`src/rtl/hdpldadapt_cmn_occ_burst_ctrl.sv`:
```
// rtl/hdpldadapt_cmn_occ_burst_ctrl.sv - multi-channel OCC capture burst controller
// Counts a settling delay after the synchronised scan_enable fall, then gates per-channel pulse bursts.
module hdpldadapt_cmn_occ_burst_ctrl #(
  parameter int NUM_CH      = 2,
  parameter int CNT_W       = 3,
  parameter int SYNC_STAGES = 2
) (
  input  logic                    user_clk,
  input  logic                    rst_n,
  input  logic                    scan_enable,
  input  logic                    occ_enable,
  input  logic                    atpg_mode,
  input  logic [NUM_CH*CNT_W-1:0] burst_len,
  input  logic [CNT_W-1:0]        burst_dly,
  output logic [NUM_CH-1:0]       occ_user_clken,
  output logic                    occ_busy,
  output logic                    occ_done,
  output logic                    occ_abort
);

  typedef enum logic [2:0] {IDLE, ARM, DELAY, BURST, DONE} state_t;

  state_t                  state, state_nxt;
  logic [SYNC_STAGES-1:0]  se_sync;
  logic                    se_s;
  logic                    bypass;
  logic [NUM_CH*CNT_W-1:0] len_q, len_nxt;
  logic [CNT_W-1:0]        dly_q, dly_nxt;
  logic [CNT_W-1:0]        cnt, cnt_nxt;
  logic [NUM_CH-1:0]       clken_q, clken_nxt;
  logic                    busy_q, done_q, abort_q, abort_nxt;

  assign bypass = !(atpg_mode && occ_enable);
  assign se_s   = se_sync[SYNC_STAGES-1];

  function automatic logic [CNT_W-1:0] max_len(input logic [NUM_CH*CNT_W-1:0] v);
    logic [CNT_W-1:0] m;
    m = '0;
    for (int c = 0; c < NUM_CH; c++) begin
      if (v[c*CNT_W +: CNT_W] > m) m = v[c*CNT_W +: CNT_W];
    end
    return m;
  endfunction

  // Channel c is enabled on burst cycle idx while idx is below its pulse count.
  function automatic logic [NUM_CH-1:0] clken_for(input logic [NUM_CH*CNT_W-1:0] v,
                                                  input logic [CNT_W-1:0] idx);
    logic [NUM_CH-1:0] e;
    e = '0;
    for (int c = 0; c < NUM_CH; c++) e[c] = (idx < v[c*CNT_W +: CNT_W]);
    return e;
  endfunction

  always_comb begin
    state_nxt = state;
    len_nxt   = len_q;
    dly_nxt   = dly_q;
    cnt_nxt   = cnt;
    clken_nxt = '0;
    abort_nxt = 1'b0;
    if (bypass) begin
      state_nxt = IDLE;
      cnt_nxt   = '0;
    end else begin
      case (state)
        IDLE: if (se_s) state_nxt = ARM;
        ARM: begin
          if (!se_s) begin
            len_nxt = burst_len;
            dly_nxt = burst_dly;
            cnt_nxt = '0;
            if (burst_dly != '0) begin
              state_nxt = DELAY;
            end else if (max_len(burst_len) == '0) begin
              state_nxt = DONE;
            end else begin
              state_nxt = BURST;
              clken_nxt = clken_for(burst_len, '0);
            end
          end
        end
        DELAY: begin
          if (se_s) begin
            state_nxt = ARM;
            abort_nxt = 1'b1;
            cnt_nxt   = '0;
          end else if (cnt == dly_q - CNT_W'(1)) begin
            cnt_nxt = '0;
            if (max_len(len_q) == '0) begin
              state_nxt = DONE;
            end else begin
              state_nxt = BURST;
              clken_nxt = clken_for(len_q, '0);
            end
          end else begin
            cnt_nxt = cnt + CNT_W'(1);
          end
        end
        BURST: begin
          if (se_s) begin
            state_nxt = ARM;
            abort_nxt = 1'b1;
            cnt_nxt   = '0;
          end else if (cnt == max_len(len_q) - CNT_W'(1)) begin
            state_nxt = DONE;
            cnt_nxt   = '0;
          end else begin
            cnt_nxt   = cnt + CNT_W'(1);
            clken_nxt = clken_for(len_q, cnt + CNT_W'(1));
          end
        end
        DONE: if (se_s) state_nxt = ARM;
        default: state_nxt = IDLE;
      endcase
    end
  end

  always_ff @(posedge user_clk or negedge rst_n) begin
    if (!rst_n) begin
      se_sync <= '1;
      state   <= IDLE;
      len_q   <= '0;
      dly_q   <= '0;
      cnt     <= '0;
      clken_q <= '0;
      busy_q  <= 1'b0;
      done_q  <= 1'b0;
      abort_q <= 1'b0;
    end else begin
      se_sync <= {se_sync[SYNC_STAGES-2:0], scan_enable};
      state   <= state_nxt;
      len_q   <= len_nxt;
      dly_q   <= dly_nxt;
      cnt     <= cnt_nxt;
      clken_q <= clken_nxt;
      busy_q  <= (state_nxt == DELAY) || (state_nxt == BURST);
      done_q  <= (state_nxt == DONE);
      abort_q <= abort_nxt;
    end
  end

  // Bypass overrides the registered enables combinationally, even while held in reset.
  assign occ_user_clken = bypass ? '1 : clken_q;
  assign occ_busy       = busy_q  && !bypass;
  assign occ_done       = done_q  && !bypass;
  assign occ_abort      = abort_q && !bypass;

endmodule

```
`config.mk`:
```
export PLATFORM = sky130hd
export DESIGN_NAME = hdpldadapt_cmn_occ_burst_ctrl
export DESIGN_NICKNAME = d
export VERILOG_FILES = /design/src/rtl/hdpldadapt_cmn_occ_burst_ctrl.sv
export SDC_FILE = /design/constraint.sdc
export NUM_CORES = 1
export LEC_CHECK = 0
export ABC_AREA = 0
export ABC_CLOCK_PERIOD_IN_PS = 3000
export CAP_MARGIN = 5
export CORE_UTILIZATION = 30
export DETAILED_ROUTE_END_ITERATION = 8
export PLACE_DENSITY = 0.48
export SLEW_MARGIN = 20
export SYNTH_ARGS = -nofsm -noshare
export SYNTH_HDL_FRONTEND = slang
export SYNTH_SLANG_ARGS = --single-unit
```
`constraint.sdc`:
```
create_clock -name user_clk -period 3 [get_ports user_clk]
set_input_delay 0.3 -clock user_clk [delete_from_list [all_inputs] [get_ports user_clk]]
set_output_delay 0.3 -clock user_clk [all_outputs]
set_load 0.01 [all_outputs]
```
# Yosys cells after proc, flatten, opt, wreduce, memory -nomap -nowiden
# Cells that the tools add are included.
dict set report totals {
  word_cells 107
  input_bits 14
  ff_bits 22
  output_inout_bits 5
}
dict set report classes {
  eq_ne 11
  order_cmp 11
  bitwise_logic 1
  mux 59
  n_reduce_logical 13
  add_sub_neg 3
}
# op n
set ops {}
lappend ops {{$mux 3} 43}
lappend ops {{$mux 2} 10}
lappend ops {{$eq 3x2->1 const B} 4}
lappend ops {{$lt 1x3->1 const A} 4}
lappend ops {{$pmux 3 s4} 1}
lappend ops {{$gt 3x3->1} 3}
lappend ops {{$logic_not 3->1} 3}
lappend ops {{$pmux 3 s3} 1}
lappend ops {{$eq 3x3->1} 2}
lappend ops {{$eq 3x3->1 const B} 2}
lappend ops {{$gt 3x1->1 const B} 2}
lappend ops {{$lt 3x3->1} 2}
lappend ops {{$pmux 2 s3} 1}
lappend ops {{$sub 3x1->3 const B} 2}
lappend ops {{$logic_and 1x1->1} 4}
lappend ops {{$ne 4x1->1 const B} 1}
lappend ops {{$reduce_or 2->1} 2}
lappend ops {{$add 3x1->3 const B} 1}
lappend ops {{$eq 3x1->1 const B} 1}
lappend ops {{$mux 1} 3}
lappend ops {{$ne 3x3->1 const B} 1}
lappend ops {{$reduce_and 3->1} 1}
lappend ops {{$reduce_bool 3->1} 1}
lappend ops {{$reduce_and 2->1} 1}
lappend ops {{2 further kinds} 2}

# Logic depth before layout (Yosys ltp)
dict set report logic_depth {
  ltp_word 20
  ltp_mapped 15
  depth_no_buf 14
}

# Worst setup path after synthesis
# No wires, ideal clock.
dict set report synth_timing {
  path_kind {flip-flop to flip-flop}
  startpoint {register len_q[4]}
  endpoint {register done_q}
  arrival_time_ps 2916
  period_less_slack_ps 2998
  setup_time_ps 82
  setup_slack_ps 2
  stages_incl_launch_ff 13
  required_ps 2918
  n_path_buf 1
  path_cell_list {dfrtp_1 -> ha_1 -> nor2b_4 -> o32ai_1 -> nor3_1 -> ha_1 -> ha_1 -> xor2_1 -> nand3_1 -> or4_1 -> buf_2 -> a211o_1 -> a31oi_1}
}
dict set report synth_between {
  elab_chain_len 13
  elab_cells_between_ends 22
  cone_classes {add/sub (1); order compare (2); eq/ne (2); mux (16); reduce/logical (1)}
}
# element line
set synth_lines {}
lappend synth_lines {{start, declared} 27} ;# logic [NUM_CH*CNT_W-1:0] len_q, len_nxt;
lappend synth_lines {{start signal, assigned} 132} ;# len_q <= len_nxt;
lappend synth_lines {{parallel branches: the longest is 10 deep, another holds $gt 3x3->1} -}
lappend synth_lines {{$pmux 3 s4 (*)} 65} ;# case (state)
lappend synth_lines {{$mux 3 (*)} 61} ;# if (bypass) begin
lappend synth_lines {{$eq 3x3->1 (*)} 137} ;# done_q <= (state_nxt == DONE);
lappend synth_lines {{end signal, assigned} 137}
lappend synth_lines {{end, declared} 31} ;# logic busy_q, done_q, abort_q, abort_nxt;
# Mark *: on every way between the ends. The select of a mux whose other input is x is not followed.
# A chain may end at the register's enable or synchronous reset.

# Worst setup path in the final report
dict set report layout_timing {
  startpoint {register len_q[4]}
  endpoint {register state[2]}
}
dict set report layout_between {
  elab_chain_len 12
  elab_cells_between_ends 21
  cone_classes {add/sub (1); order compare (2); eq/ne (1); mux (16); reduce/logical (1)}
}
# element line
set layout_lines {}
lappend layout_lines {{parallel branches: the longest is 10 deep, another holds $gt 3x3->1} -}
lappend layout_lines {{$pmux 3 s4 (*)} 65}
lappend layout_lines {{$mux 3 (*)} 61}
lappend layout_lines {{net state_nxt[2]} 23} ;# state_t state, state_nxt;
lappend layout_lines {{end signal, assigned} 131} ;# state <= state_nxt;
lappend layout_lines {{end, declared} 23}
# Mark *: on every way through the listed nets, which the timed path passes. The select of a mux whose other input is x is not followed.

==> reports/qor.yml <==
logic_synthesis:
  synth.distinct_cells: 43
  synth_compound_area_share_pct: 17.8
  synth_warnings: 0
  yosys-top-cells-area: "dfrtp_1, ha_1, mux2_2"
  synth_top_family_by_area: "simple AND/OR/NAND/NOR gates"
  synth.area.mux_share_pct: 6.13
  synth_area_per_cell_um2: 9.20
  synth.cell_area_um2: 1590
  synth_xor_area_share_pct: 4.25
  netlist.area_leader.share_pct: 31.4
  synth_largest_area_cell: "dfrtp_1"
  synth_edf_count: 0
  yosysSeqAreaShare_pct: 34.7
  async_flop_share_pct: 100
  synthAdderAreaFrac_pct: 11.0
  yosys.area_share.simple_pct: 20.7
  syn_inst: 173
  yosys_register_bits: 22
  ys.flop_type: "dfrtp_1"
  synth_nets: 201
place:
  pre_cts_ws_ps: -154
  gp_congestion: 0.815
  placed_area_um2: 1940
  hpwlAfterDp_mm: 3.20
  io_buffer_count: 18
worst_setup_path:
  crit_type: "reg -> reg"
  required_ps: 3190
  start_kind: "flop"
  cp.arrival_ps: 3140
  critical_path.max_fanout: 4
  crit_path_end_kind: "flop"
floorplanning:
  row_count: 26
  die_h_um: 74.8
  ios: 19
  initial_core_util_pct: 31.2
  core_um2: 5110
  die_x_um: 74.8
  die_area_um2: 5600
power:
  leakagePower_nw: 0.889
  p_seq_share_pct: 31.3
  ir_drop_mv: 0.238
  swShare_pct: 31.9
  power.share.combinational_pct: 42.9
  p_clk_share_pct: 25.8
  p_per_area_nw_per_um2: 525
  switchingPower_mw: 0.347
  p_int_mw: 0.743
drt:
  drc_errors: 0
  dr_total_vias: 1406
  drt-initial-drc-count: 73
  drt-vias-per-instance: 5.17
  dr.pass1.iters: 4
  wl_per_cell_um: 14.7
  routed_wl_mm: 3.99
  detail-route-antenna-nets: 0
clock_network:
  cts_buffers: 3
  h-tree-depth: 1
  clockBufferDepth: 2
  hold_buffers: 0
  cts_tree: "built"
  cts.sinks: 22
  clkTransAtPathRegs_ps: 90
  insertion_delay_ps: 270
  cts_root_buf: "clkbuf_8"
  postCtsSetupBuffers: 0
final_layout:
  diodes: 0
  area_growth_pct: 30.5
  stdcell_area_um2: 2080
  drive_gt1_share_pct: 20.3
  final_nets: 231
grt:
  grtUsageTotal_pct: 15.5
  grt_antenna_before_repair: 0
  grt_max_degree: 23
  grt_overflow: 0
  first_global_vias: 1392
  grt_pass1_wl_mm: 6.53
sta:
  setup_viol: 0
  max_slew.worst_pin.slew_ps: 571
  maxSlewViolCount: 0
  fin_ws_ps: 47.6
  period_needed_ps: 2950
  hold_viol: 0
  clock.fmax_ghz: 0.339
  grt_setup_unrepaired: "true"
  slew-limit-headroom_pct: 61.7
  min_period_over_period_pct: 98.4
  skew_ps: 6.09
worst_hold_path:
  hp-class: "reg -> reg"
job:
  cap_viol_max_count: 0
outcome:
  outcome: "finished clean"
-- routing by layer --
metal  track usage (%)  routed length [um]  share of wire (%)  vias up
li1                  -                   -                  -      690
met1              21.1                1840                 46      679
met4              5.45                  49                1.2        0
met2              25.2                1990                 50       32
met3              2.14                 111                2.8        5
met5                 0                   0                  0        -
-- power by group through the flow --
stage,registers (mW),clock network [mW],logic (mW)
after global routing,0.345,0.300,0.523
after detailed placement,0.346,0,0.398
after CTS,0.342,0.289,0.410
final,0.341,0.281,0.467
after floorplan,0.348,0,0.247
after global placement,0.346,0,0.383
-- worst paths after layout --
check / from / endpoint / slack (ps) / cells past startpoint
setup / recovery: len_q[4] / state[2] / 50 / 13
hold / removal: se_sync[0] / se_sync[1] / 360 / 0
setup reg to reg: len_q[4] / state[2] / 50 / 13
hold reg to reg: se_sync[0] / se_sync[1] / 360 / 0
max in group asynchronous: rst_n / se_sync[0] / 2340 / 2
min in group asynchronous: rst_n / clken_q[0] / 380 / 2
-- critical path, cell delays in order, from the launching register on --
cell,delay (ps)
dfrtp_1,410
ha_4,260
nor2b_4,140
o21ai_2,110
nand2b_1,80
nand2_1,80
mux2i_1,240
ha_2,230
ha_4,210
xor2_2,130
nand3_1,80
or4_4,460
a211o_1,300
a31oi_1,150
-- registers in the layout, summed over array words and instances, names as in the netlist --
signal,count
busy_q,1
se_sync,2
dly_q,3
done_q,1
abort_q,1
cnt,3
len_q,6
state,3
clken_q,2
-- cells in the mapped netlist, types with 4 or more instances --
cell,n
dfrtp_1,20
inv_1,15
nand2_1,15
ha_1,14
nand3_1,9
a31oi_1,8
o21ai_0,7
mux2_2,6
o31ai_1,6
a21oi_1,5
clkbuf_1,5
nand2b_1,5
and3_1,4
nor2_1,4
nor3_1,4
-- final cells by class --
type / count / area [um^2]
fill: 525 / 3030
multi-input combinational: 129 / 1020
sequential: 22 / 553
timing repair buffer: 32 / 285
tap: 70 / 87.6
inverter: 15 / 56.3
clock buffer: 3 / 41.3
clock inverter: 1 / 30.0
-- cell usage in the layout, fill, tap and decap left out, types with 3 or more instances in the layout --
master / n
and3_1: 4
nand2b_1: 5
buf_4: 14
nand3_1: 8
clkdlybuf4s50_1: 18
ha_1: 11
xnor2_1: 3
clkbuf_8: 3
o21ai_0: 6
mux2i_1: 3
a21oi_1: 4
nor3_1: 4
dfrtp_1: 20
nand2_1: 15
mux2_2: 6
o31ai_1: 5
or3_1: 3
a31oi_1: 7
a211oi_1: 3
inv_1: 14
nor2_1: 4
nor2b_1: 3
-- per-stage QoR --
step	util [%]	total power [mW]	TNS [ps]	cells	hold slack [ps]
2_1_floorplan	-	0.595	0	173	4.41
3_3_place_gp	37.9	0.729	-12.9	268	346
3_5_place_dp	37.9	0.744	-884	268	347
6_report	40.7	1.09	0	272	360
5_1_grt	40.7	1.17	-186	272	366
4_1_cts	39.7	1.04	-52.8	272	360
-- kinds of logic (layout without fill, tap and decap cells) --
family                   after synthesis  in the layout
AO/OA/AOI/OAI                         42             42
XOR/XNOR                               6              6
adder cells (fa/ha/maj)               14             14
buffers and inverters                 22             51
flip-flops                            22             22
multiplexers                           9              9
AND/OR/NAND/NOR                       58             58
-- what timing repair did --
item / in CTS / in global routing
gates resized for setup: 5 / 8
endpoints found under the setup margin: 10 / 10
pin swaps: 2 / 1
gates cloned: 0 / 0
(Power assumes the default switching activity.)
